**config.mk**
```make
export PLATFORM = sky130hd
export DESIGN_NAME = efm_cfg_ctrl
export DESIGN_NICKNAME = d
export VERILOG_FILES = /design/src/rtl/efm_cfg_ctrl.sv
export SDC_FILE = /design/constraint.sdc
export NUM_CORES = 1
export LEC_CHECK = 0
export ABC_AREA = 0
export CAP_MARGIN = 20
export CORE_MARGIN = 2
export CORE_UTILIZATION = 50
export DETAILED_ROUTE_END_ITERATION = 8
export MAX_ROUTING_LAYER = met4
export PLACE_DENSITY = 0.8
export SYNTH_ARGS = -nofsm -noshare
export SYNTH_HDL_FRONTEND = slang
export SYNTH_SLANG_ARGS = --single-unit
```
**constraint.sdc**
```tcl
create_clock -name i_clk -period 3.1 [get_ports i_clk]
set_input_delay 0.62 -clock i_clk [delete_from_list [all_inputs] [get_ports i_clk]]
set_output_delay 0.62 -clock i_clk [all_outputs]
set_load 0.1 [all_outputs]
```
**src/rtl/efm_cfg_ctrl.sv**
```systemverilog
// Configuration sequencer for one error-feedback modulator stage: frame-aligned hold, reseed, settle.
// Optional boundary-wait watchdog and o_timeout port enabled by defining EFM_CFG_TIMEOUT_EN.
module efm_cfg_ctrl #(
  parameter int unsigned P_DATA_WIDTH   = 8,
  parameter int unsigned P_FLUSH_CYCLES = 4,
  parameter int unsigned P_TIMEOUT      = 256
) (
  input  logic                    i_clk,
  input  logic                    i_rst,
  input  logic                    i_cfg_valid,
  output logic                    o_cfg_ready,
  input  logic [3:0]              i_cfg_width,
  input  logic [P_DATA_WIDTH-1:0] i_cfg_seed,
  input  logic                    i_frame_strobe,
  input  logic                    i_err_clr,
  output logic [P_DATA_WIDTH-1:0] o_sum_sel,
  output logic [P_DATA_WIDTH:0]   o_cout_sel,
  output logic [P_DATA_WIDTH-1:0] o_seed,
  output logic                    o_seed_load,
  output logic                    o_hold,
  output logic                    o_busy,
  output logic                    o_cfg_err
`ifdef EFM_CFG_TIMEOUT_EN
  ,
  output logic                    o_timeout
`endif
);

  localparam int unsigned CoutW = P_DATA_WIDTH + 1;
  localparam int unsigned CntW  = (P_FLUSH_CYCLES > 1) ? $clog2(P_FLUSH_CYCLES) : 1;
  localparam logic [CntW-1:0] CntLoad = CntW'(P_FLUSH_CYCLES - 1);

  if (P_FLUSH_CYCLES < 1) begin : g_bad_flush
    $error("P_FLUSH_CYCLES must be at least 1");
  end
  if (P_TIMEOUT < 1) begin : g_bad_timeout
    $error("P_TIMEOUT must be at least 1");
  end

  typedef enum logic [2:0] {StIdle, StWaitEdge, StHold, StLoad, StSettle} state_e;

  state_e                  state_q, state_d;
  logic [CntW-1:0]         cnt_q, cnt_d;
  logic [3:0]              width_q, width_d;
  logic [P_DATA_WIDTH-1:0] shadow_seed_q, shadow_seed_d;
  logic [P_DATA_WIDTH-1:0] sum_q, sum_d;
  logic [CoutW-1:0]        cout_q, cout_d;
  logic [P_DATA_WIDTH-1:0] seed_q, seed_d;
  logic                    seed_load_q, seed_load_d;
  logic                    hold_q, hold_d;
  logic                    busy_q, busy_d;
  logic                    err_q, err_d;
  logic                    accept, legal, edge_go;
  logic [CoutW-1:0]        cout_new, sum_full;

  assign accept   = i_cfg_valid && (state_q == StIdle);
  assign legal    = 32'(i_cfg_width) <= P_DATA_WIDTH;
  assign cout_new = CoutW'(1) << width_q;
  assign sum_full = cout_new - CoutW'(1);

`ifdef EFM_CFG_TIMEOUT_EN
  localparam int unsigned WdW = $clog2(P_TIMEOUT + 1);
  logic [WdW-1:0] wd_q, wd_d;
  logic           wd_expire;
  logic           timeout_q, timeout_d;

  assign wd_expire = (state_q == StWaitEdge) && (wd_q == WdW'(P_TIMEOUT - 1));
  // Counter is zero on every entry to StWaitEdge since it is cleared in all other states.
  assign wd_d      = (state_q == StWaitEdge) ? wd_q + WdW'(1) : '0;

  always_comb begin
    timeout_d = timeout_q;
    if (i_err_clr) timeout_d = 1'b0;
    if (wd_expire && !i_frame_strobe) timeout_d = 1'b1;
  end

  always_ff @(posedge i_clk or posedge i_rst) begin
    if (i_rst) begin
      wd_q      <= '0;
      timeout_q <= 1'b0;
    end else begin
      wd_q      <= wd_d;
      timeout_q <= timeout_d;
    end
  end

  assign o_timeout = timeout_q;
  assign edge_go   = i_frame_strobe || wd_expire;
`else
  assign edge_go   = i_frame_strobe;
`endif

  always_comb begin
    state_d       = state_q;
    cnt_d         = cnt_q;
    width_d       = width_q;
    shadow_seed_d = shadow_seed_q;
    sum_d         = sum_q;
    cout_d        = cout_q;
    seed_d        = seed_q;
    err_d         = err_q;
    if (i_err_clr) err_d = 1'b0;

    unique case (state_q)
      StIdle: begin
        if (accept) begin
          if (legal) begin
            width_d       = i_cfg_width;
            shadow_seed_d = i_cfg_seed;
            state_d       = StWaitEdge;
          end else begin
            err_d = 1'b1;
          end
        end
      end
      StWaitEdge: begin
        if (edge_go) begin
          state_d = StHold;
          cnt_d   = CntLoad;
        end
      end
      StHold: begin
        if (cnt_q == '0) begin
          // New mapping lands on the outputs in the LOAD cycle itself.
          state_d = StLoad;
          sum_d   = sum_full[P_DATA_WIDTH-1:0];
          cout_d  = cout_new;
          seed_d  = shadow_seed_q;
        end else begin
          cnt_d = cnt_q - CntW'(1);
        end
      end
      StLoad: begin
        state_d = StSettle;
        cnt_d   = CntLoad;
      end
      StSettle: begin
        if (cnt_q == '0) state_d = StIdle;
        else             cnt_d   = cnt_q - CntW'(1);
      end
      default: state_d = StIdle;
    endcase

    hold_d      = (state_d == StHold) || (state_d == StLoad) || (state_d == StSettle);
    seed_load_d = (state_d == StLoad);
    busy_d      = (state_d != StIdle);
  end

  always_ff @(posedge i_clk or posedge i_rst) begin
    if (i_rst) begin
      state_q       <= StIdle;
      cnt_q         <= '0;
      width_q       <= 4'(P_DATA_WIDTH);
      shadow_seed_q <= '0;
      sum_q         <= '1;
      cout_q        <= CoutW'(1) << P_DATA_WIDTH;
      seed_q        <= '0;
      seed_load_q   <= 1'b0;
      hold_q        <= 1'b0;
      busy_q        <= 1'b0;
      err_q         <= 1'b0;
    end else begin
      state_q       <= state_d;
      cnt_q         <= cnt_d;
      width_q       <= width_d;
      shadow_seed_q <= shadow_seed_d;
      sum_q         <= sum_d;
      cout_q        <= cout_d;
      seed_q        <= seed_d;
      seed_load_q   <= seed_load_d;
      hold_q        <= hold_d;
      busy_q        <= busy_d;
      err_q         <= err_d;
    end
  end

  assign o_cfg_ready = (state_q == StIdle);
  assign o_sum_sel   = sum_q;
  assign o_cout_sel  = cout_q;
  assign o_seed      = seed_q;
  assign o_seed_load = seed_load_q;
  assign o_hold      = hold_q;
  assign o_busy      = busy_q;
  assign o_cfg_err   = err_q;

endmodule

```
Yosys cells after proc, flatten, opt, wreduce, memory -nomap -nowiden
Cells that the tools add are included.
{"block": "totals", "register_bits": 46, "latchBits": 0, "ramBits": 0, "romBits": 0, "word_cells": 48, "n_memories": 0}
{"block": "op_classes", "n_addsub": 2, "multipliers": 0, "div_mod_pow": 0, "order_cmp": 1, "n_eq_ne": 9, "n_shift": 1, "n_mux": 13, "bitwise_logic": 0, "reduce_logical": 11}
{"cell": "2-to-1 mux 3 bit", "n": 5}
{"cell": "case mux 3 bit (5 select lines)", "n": 1}
{"cell": "equality test 3 x 2 -> 1 bit (second input constant)", "n": 4}
{"cell": "<< shifter 1 x 4 -> 9 bit (first input constant)", "n": 1}
{"cell": "subtractor 8 x 1 -> 8 bit (second input constant)", "n": 1}
{"cell": "equality test 3 bit (second input constant)", "n": 2}
{"cell": "case mux 2 bit (3 select lines)", "n": 1}
{"cell": "AND reduction 3 bit", "n": 2}
{"cell": "nonzero test 3 bit", "n": 2}
{"cell": "less-or-equal comparator 4 bit (second input constant)", "n": 1}
{"cell": "2-to-1 mux 1 bit", "n": 4}
{"cell": "2-to-1 mux 2 bit", "n": 2}
{"cell": "!= test 2 bit (second input constant)", "n": 2}
{"cell": "equality test 3 x 1 -> 1 bit (second input constant)", "n": 1}
{"cell": "logical NOT 3 bit", "n": 1}
{"cell": "logical NOT 2 bit", "n": 1}
{"cell": "logical OR 1 bit", "n": 2}
{"cell": "AND reduction 2 bit", "n": 1}
{"cell": "OR reduction 2 bit", "n": 1}
{"cell": "subtractor 2 x 1 -> 2 bit (second input constant)", "n": 1}
{"cell": "logical AND 1 bit", "n": 1}

Longest topological paths before layout
Gate-level depths: netlist of the first run.
{"block": "logic_depth", "ltp_word": 7, "depth_mapped": 8}

Worst setup path before layout of the first run
No wires, ideal clock.
{"block": "synth_path", "path_type": "register to register", "startpoint": "register state_q[2]", "endpoint": "register shadow_seed_q[0]", "setup_time_ns": 0.125, "arrival_ns": 2.504, "required_time_ns": 2.975, "path_slack_ns": 0.471, "path_stages_with_launch": 5, "synth_period_minus_slack_ns": 2.629, "cell_sequence": "dfrtp_1 > nor3_2 > nand3_2 > buf_6 > mux2_4"}
{"block": "synth_via", "elab_chain_cells": 3}
{"item": "from (decl)", "line": "42", "rtl": "state_e state_q, state_d;"}
{"item": "from (signal assigned)", "line": "151", "rtl": "state_q <= StIdle;"}
{"item": "from (signal assigned)", "line": "163", "rtl": "state_q <= state_d;"}
{"item": "logical NOT 3 bit (*)"}
{"item": "via o_cfg_ready", "line": "11", "rtl": "output logic o_cfg_ready,"}
{"item": "logical AND 1 bit", "line": "56", "rtl": "assign accept = i_cfg_valid && (state_q == StIdle);"}
{"item": "AND reduction 3 bit (no line) (*)"}
{"item": "to (signal assigned)", "line": "166", "rtl": "shadow_seed_q <= shadow_seed_d;"}
{"item": "to (decl)", "line": "45", "rtl": "logic [P_DATA_WIDTH-1:0] shadow_seed_q, shadow_seed_d;"}
The timed path passes the listed nets; every way through them passes the cells marked *.
A chain may end at the register's enable or synchronous reset.

Worst setup path after layout of the first run
{"block": "layout_path", "startpoint": "register state_q[2]", "endpoint": "output o_cfg_ready"}
{"block": "layout_via", "elab_chain_cells": 1}
{"item": "logical NOT 3 bit", "line": "177", "rtl": "assign o_cfg_ready = (state_q == StIdle);"}
{"item": "to (decl)", "line": "11"}
No other way between the ends.

==> insert_results.sql, run 1 <==
INSERT INTO impl_metrics (metric_group, metric, value, unit) VALUES
('routing', 'detailedRoute.firstIterationViolations', '106', ''),
('logic_synthesis', 'synth_top_cells_by_area', 'sky130_fd_sc_hd__dfrtp_1 44%, sky130_fd_sc_hd__dfstp_2 13%, sky130_fd_sc_hd__nand2_1 8.8%', ''),
('logic_synthesis', 'combined_area_of_all_synthesized_cells', '2050', 'um2'),
('logic_synthesis', 'yosys.area.top_type', 'sky130_fd_sc_hd__dfrtp_1', ''),
('floorplanning', 'chipWidth', '68.1', 'um'),
('worst_setup_path', 'r2r_slack', '1090', 'ps'),
('layout', 'layout_cells_sized_above_1', '0.284', ''),
('logic_synthesis', 'synth_top_area_share', '0.438', ''),
('layout', 'register_area', '1160', 'um2'),
('floorplanning', 'io_pins', '47', ''),
('outcome', 'outcome', 'completed', ''),
('logic_synthesis', 'yosys.area_share.adder', '0.0122', ''),
('global_routing', 'grt_first_pass_wirelength', '6400', 'um'),
('clock_network', 'path_clk_slew', '90', 'ps'),
('job', 'drv_cap', '0', ''),
('floorplanning', 'die_h', '68.1', 'um'),
('logic_synthesis', 'synth-edff-count', '0', ''),
('timing', 'setup_viol', '0', ''),
('routing', 'iteration_count_of_the_initial_detailed_routing_pass', '4', ''),
('worst_setup_path', 'setup.worst_path.start_class', 'flip-flop', ''),
('logic_synthesis', 'combinational_family_with_the_most_area_after_synthesis', 'simple AND/OR/NAND/NOR gates', ''),
('timing', 'finalClockSkew', '8.99', 'ps'),
('floorplanning', 'core-area', '3970', 'um2'),
('logic_synthesis', 'most_instantiated_flip_flop_cell_in_the_synthesis_netlist', 'sky130_fd_sc_hd__dfrtp_1', ''),
('logic_synthesis', 'synth_seq_area_share', '0.566', ''),
('layout', 'final.fill_count', '337', ''),
('routing', 'drt.antenna.violating_nets', '0', ''),
('logic_synthesis', 'synth_compound_gate_area_share', '0.102', ''),
('clock_network', 'clock_sinks', '46', ''),
('timing', 'worst_hold_slack', '472', 'ps'),
('worst_setup_path', 'data_arrival_time_of_the_critical_path', '1520', 'ps'),
('logic_synthesis', 'synth.most_common_cell', 'sky130_fd_sc_hd__nand2_1', ''),
('logic_synthesis', 'synth.yosys.warnings', '0', ''),
('clock_network', 'clkLatencyLatePin', '310', 'ps'),
('routing', 'route.vias.total', '1466', ''),
('clock_network', 'ctsHoldBuffers', '0', ''),
('timing', 'worstMarginPinSlew', '897', 'ps'),
('worst_setup_path', 'crit_path_end_kind', 'output pin', ''),
('clock_network', 'postCtsSetupRepairBufs', '0', ''),
('placed_design', 'final_weighted_congestion_of_routability_driven_global_placement', '0.831', ''),
('routing', 'drt-vias-per-instance', '5.20', ''),
('timing', 'rsz0062_at_grt', 'no', ''),
('global_routing', 'global_route.usage.total', '0.194', ''),
('timing', 'timing.final.crit_share', '0.691', ''),
('timing', 'hold_viol_final', '0', ''),
('placed_design', 'detailed_place_hpwl', '2700', 'um'),
('global_routing', 'overflow', '0', ''),
('logic_synthesis', 'synth-simple-area-share', '0.174', ''),
('clock_network', 'h-tree-depth', '2', ''),
('floorplanning', 'std_cell_rows', '23', ''),
('clock_network', 'cts-root-buf', 'sky130_fd_sc_hd__clkbuf_8', ''),
('floorplanning', 'floorplan.die_area', '4640', 'um2'),
('logic_synthesis', 'synth-xor-area-share', '0.0128', ''),
('logic_synthesis', 'async_flop_share', '1.00', ''),
('worst_setup_path', 'path_max_fanout', '13', ''),
('timing', 'finalCriticalPeriod', '2140', 'ps'),
('worst_setup_path', 'worst_ep_required_time', '2480', 'ps'),
('clock_network', 'cts_tree', 'done', ''),
('logic_synthesis', 'synthesis.instances', '190', ''),
('logic_synthesis', 'synth.lib_cells_used.distinct', '42', ''),
('global_routing', 'grt_start_max_net_pins', '47', ''),
('global_routing', 'number_of_global_route_vias_before_repair', '1395', ''),
('logic_synthesis', 'postSynthAreaPerCell', '10.8', 'um2'),
('logic_synthesis', 'yosys-top-cells-count', '48 x sky130_fd_sc_hd__nand2_1, 36 x sky130_fd_sc_hd__dfrtp_1, 12 x sky130_fd_sc_hd__o21ai_0', ''),
('logic_synthesis', 'synth_seq_cells', '46', ''),
('timing', 'fmax', '0.467', 'GHz'),
('timing', 'timing.slew.headroom', '0.401', ''),
('layout', 'combined_area_of_the_multi_input_logic_cells', '781', 'um2'),
('routing', 'post_dr_wirelength_cell', '13.6', 'um'),
('clock_network', 'cts_buffer_depth', '2', ''),
('placed_design', 'io_buffers', '46', '');
==> worst max-delay path, stage by stage (launching register included) <==
cell and delay [ps]:
sky130_fd_sc_hd__dfrtp_1 540, sky130_fd_sc_hd__nor3_2 330, sky130_fd_sc_hd__buf_4 340
==> metal layers <==
layer,part of all wire,global-route usage,vias to the layer above
met3,0.051,0.0543,7
met4,0.016,0.0675,0
met5,0,-,-
met2,0.48,0.301,32
met1,0.45,0.247,704
li1,-,-,723
==> state kept, by name, indices dropped and copies added (netlist names) <==
signal         cells
state_q            3
o_seed             8
o_hold             1
o_busy             1
shadow_seed_q      8
o_seed_load        1
o_sum_sel          8
cnt_q              2
width_q            4
o_cout_sel         9
o_cfg_err          1
==> per-stage QoR <==
stage	instance area, um2	util	cells	setup slack [ps]
2_1_floorplan	2050	-	190	471
3_3_place_gp	2430	0.613	274	821
3_5_place_dp	2430	0.613	274	740
4_1_cts	2540	0.641	282	967
5_1_grt	2540	0.641	282	860
6_report	2540	0.641	282	958
==> placed cells by master (no fill, tap or decap), drive strengths merged, types with 2 or more instances in the layout <==
| master | synthesis | layout |
|---|---|---|
| a21oi | 4 | 4 |
| a22o | 2 | 2 |
| buf | 10 | 31 |
| clkbuf | 3 | 6 |
| clkdlybuf4s50 | 0 | 16 |
| dfrtp | 36 | 36 |
| dfstp | 10 | 10 |
| ha | 2 | 2 |
| inv | 9 | 9 |
| mux2 | 12 | 12 |
| nand2 | 48 | 48 |
| nand3 | 4 | 4 |
| nand4 | 3 | 3 |
| nand4bb | 2 | 2 |
| nor2 | 4 | 4 |
| nor3 | 3 | 3 |
| nor4b | 2 | 2 |
| o21a | 3 | 3 |
| o21ai | 13 | 13 |
| xnor2 | 3 | 3 |
==> path summary, 6_finish.rpt <==
kind,depth (start not counted),endpoint,start
worst max-delay path,2,o_cfg_ready,state_q[2]
worst min-delay path,2,o_sum_sel[2],o_sum_sel[2]
worst max register to register,7,o_sum_sel[0],cnt_q[0]
worst min register to register,2,o_sum_sel[2],o_sum_sel[2]
max in group asynchronous,2,o_cout_sel[4],i_rst
min in group asynchronous,2,cnt_q[1],i_rst
==> area by class of cell <==
type / instances / share of cell area
Inverter: 9 / 0.0133
Clock inverter: 2 / 0.0148
Sequential cell: 46 / 0.457
Multi-Input combinational cell: 122 / 0.307
Tap cell: 50 / 0.0246
Clock buffer: 6 / 0.0285
Timing Repair Buffer: 47 / 0.154
==> cell families after synthesis <==
| family | Yosys count |
|---|---|
| AOI/OAI and AO/OA | 32 |
| adders and majority gates | 2 |
| and+or+nand+nor | 73 |
| xor gates and xnor gates | 3 |
| DFF | 46 |
| muxes | 12 |
| buffers and inverters | 22 |
Power of run 1 is left out: the tool's default activity adds up to more than one toggle a clock period on the data nets, which glitch-free logic cannot reach.
==> inputs of run 2 (changes only) <==
--- a/config.mk
+++ b/config.mk
@@ -8,10 +8,10 @@
 export ABC_AREA = 0
 export CAP_MARGIN = 20
 export CORE_MARGIN = 2
-export CORE_UTILIZATION = 50
+export CORE_UTILIZATION = 49
 export DETAILED_ROUTE_END_ITERATION = 8
 export MAX_ROUTING_LAYER = met4
-export PLACE_DENSITY = 0.8
+export PLACE_DENSITY = 0.78
 export SYNTH_ARGS = -nofsm -noshare
 export SYNTH_HDL_FRONTEND = slang
 export SYNTH_SLANG_ARGS = --single-unit
==> constraint.sdc (replaced) <==
create_clock -name i_clk -period 2 [get_ports i_clk]
set_input_delay 0.4 -clock i_clk [delete_from_list [all_inputs] [get_ports i_clk]]
set_output_delay 0.4 -clock i_clk [all_outputs]
set_load 0.1 [all_outputs]
==> run 2 against run 1 <==
Effect of this change: worst setup slack lost 640 ps; design area grew 7.8%; hold slack lost 87 ps; flip-flop and latch count is the same; register-to-register slack lost 770 ps; via count grew 2.3%; die area grew 1.9%; clock skew shrank 1.3 ps; global-route usage shrank 0.26 points; cell count grew 2.8%; critical path depth grew 4; critical endpoint is now o_sum_sel[4].
==> insert_results.sql, run 2 (synthesized netlist as in run 1, its figures left out) <==
INSERT INTO impl_metrics (metric_group, metric, value, unit) VALUES
('worst_setup_path', 'path_max_fanout', '35', ''),
('worst_setup_path', 'critPathMaxStageDelay', '400', 'ps'),
('worst_setup_path', 'worst_ep_required_time', '2230', 'ps'),
('clock_network', 'clock_sinks', '46', ''),
('global_routing', 'grt_start_max_net_pins', '36', ''),
('routing', 'drt.antenna.violating_nets', '0', ''),
('floorplanning', 'io_pins', '47', ''),
('worst_setup_path', 'cp_top_family', 'flip-flops', ''),
('timing', 'worstMarginPinSlew', '445', 'ps'),
('layout', 'final_net_count', '258', ''),
('layout', 'layout_cells_sized_above_1', '0.308', ''),
('clock_network', 'resized_after_cts', '0', ''),
('worst_setup_path', 'crit_path_cells', 'inv_1, ha_1, nand4bb_1, buf_4, a211o_1, nand3_1', ''),
('layout', 'number_of_flip_flops_in_the_largest_register', '9', ''),
('clock_network', 'cts_tree', 'done', ''),
('timing', 'finalCriticalPeriod', '1680', 'ps'),
('timing', 'rsz0062_at_grt', 'no', ''),
('timing', 'final.setup.worst_slack', '322', 'ps'),
('routing', 'detailedRoute.firstIterationViolations', '69', ''),
('floorplanning', 'initial_core_utilization', '0.510', ''),
('global_routing', 'number_of_global_route_vias_before_repair', '1419', ''),
('floorplanning', 'std_cell_rows', '23', ''),
('clock_network', 'cts-root-buf', 'sky130_fd_sc_hd__clkbuf_8', ''),
('clock_network', 'cts_buffer_depth', '2', ''),
('worst_setup_path', 'data_arrival_time_of_the_critical_path', '1910', 'ps'),
('clock_network', 'ctsHoldBuffers', '0', ''),
('clock_network', 'clkLatencyLatePin', '300', 'ps'),
('global_routing', 'global_route.usage.total', '0.192', ''),
('placed_design', 'final_weighted_congestion_of_routability_driven_global_placement', '0.846', ''),
('layout', 'area_delta_synth_final', '33.4', '%'),
('layout', 'antennaDiodeCount', '0', ''),
('worst_setup_path', 'setup.worst_path.start_class', 'flip-flop', ''),
('min_path', 'holdCritPathClass', 'in -> async', ''),
('job', 'drv_cap', '0', ''),
('timing', 'worst_hold_slack', '385', 'ps'),
('layout', 'most_common_library_cell_in_the_layout_ignoring_fill_and_taps', 'sky130_fd_sc_hd__nand2_1', ''),
('placed_design', 'io_buffers', '46', ''),
('placed_design', 'preCtsSetupSlack', '107', 'ps'),
('layout', 'fin_util', '0.680', ''),
('floorplanning', 'floorplan.die_area', '4730', 'um2'),
('worst_setup_path', 'timing.critical_path.buf_inv', '2', ''),
('routing', 'iteration_count_of_the_initial_detailed_routing_pass', '4', ''),
('clock_network', 'h-tree-depth', '2', ''),
('routing', 'route.vias.total', '1499', ''),
('timing', 'timing.slew.headroom', '0.699', ''),
('placed_design', 'detailed_place_hpwl', '2910', 'um'),
('floorplanning', 'die_h', '68.8', 'um'),
('routing', 'drc_errors', '0', ''),
('floorplanning', 'core-area', '4030', 'um2'),
('routing', 'post_dr_wirelength_cell', '13.5', 'um'),
('worst_setup_path', 'slowest_stage', 'sky130_fd_sc_hd__dfrtp_1', ''),
('layout', 'final.fill_count', '315', ''),
('worst_setup_path', 'crit_path_end_kind', 'flip-flop', ''),
('global_routing', 'grt_first_pass_wirelength', '6470', 'um'),
('timing', 'hold_viol_final', '0', ''),
('layout', 'layout.cells.most_common_list', '48 x sky130_fd_sc_hd__nand2_1, 36 x sky130_fd_sc_hd__dfrtp_1, 27 x sky130_fd_sc_hd__buf_4', ''),
('placed_design', 'post_placement_cell_count', '282', ''),
('timing', 'fmax', '0.596', 'GHz'),
('routing', 'drt-vias-per-instance', '5.17', ''),
('timing', 'setup_viol', '0', ''),
('floorplanning', 'chipWidth', '68.8', 'um'),
('clock_network', 'path_clk_slew', '80', 'ps'),
('global_routing', 'grt_antenna_before_repair', '0', ''),
('clock_network', 'postCtsSetupRepairBufs', '0', ''),
('timing', 'finalClockSkew', '7.72', 'ps'),
('global_routing', 'overflow', '0', ''),
('worst_setup_path', 'critPathKind', 'reg -> reg', ''),
('timing', 'timing.final.crit_share', '0.839', ''),
('clock_network', 'cts_inserted_buffers', '5', ''),
('timing', 'report.final.slew_viol_count', '0', ''),
('layout', 'instances_no_fill', '290', ''),
('routing', 'route.final.wire_length', '3920', 'um'),
('outcome', 'outcome', 'completed', '');
-- run 2: changes by cell type in the layout (fill, tap and decap cells not counted), sizes merged --
cell,delta
clkinvlp,-1
clkinv,+1
clkbuf,+1
bufinv,-1
buf,+8
-- run 2: worst paths after layout --
kind | startpoint | to | slack (ps) | cells past startpoint
setup / recovery | cnt_q[0] | o_sum_sel[4] | 320 | 6
hold / removal | i_rst | state_q[2] | 390 | 2
setup reg to reg | cnt_q[0] | o_sum_sel[4] | 320 | 6
hold reg to reg | shadow_seed_q[4] | o_seed[4] | 480 | 2
max in group asynchronous | i_rst | o_sum_sel[4] | 1060 | 3
min in group i_clk | shadow_seed_q[4] | o_seed[4] | 480 | 2
-- run 2: metrics by stage --
step | instance area [um2] | setup TNS, ps
final | 2740 | 0
after global routing | 2740 | 0
after CTS | 2740 | 0
after detailed placement | 2650 | 0
after global placement | 2650 | 0
after floorplan | 2060 | -844
-- run 2: area by class of cell --
cell class                      instances  area, um2  area share
Tap cell                               50       62.6      0.0228
Clock buffer                            7       86.3      0.0315
Sequential cell                        46       1160       0.424
Multi-Input combinational cell        122        787       0.287
Clock inverter                          1       5.00     0.00183
Timing Repair Buffer                   55        603       0.220
Inverter                                9       33.8      0.0123
-- run 2: worst reg2reg max path, cell delays in order, from the launching register on --
cell,delay (ps)
sky130_fd_sc_hd__dfrtp_1,400
sky130_fd_sc_hd__inv_1,100
sky130_fd_sc_hd__ha_1,310
sky130_fd_sc_hd__nand4bb_1,160
sky130_fd_sc_hd__buf_4,260
sky130_fd_sc_hd__a211o_1,300
sky130_fd_sc_hd__nand3_1,80
-- run 2: per-layer routing --
metal	share of wire	global-route usage	vias up
li1	-	-	743
met1	0.46	0.243	708
met2	0.46	0.293	41
met3	0.053	0.0390	7
met4	0.018	0.0980	0
met5	0	-	-
Power of run 2 is left out for the same reason.
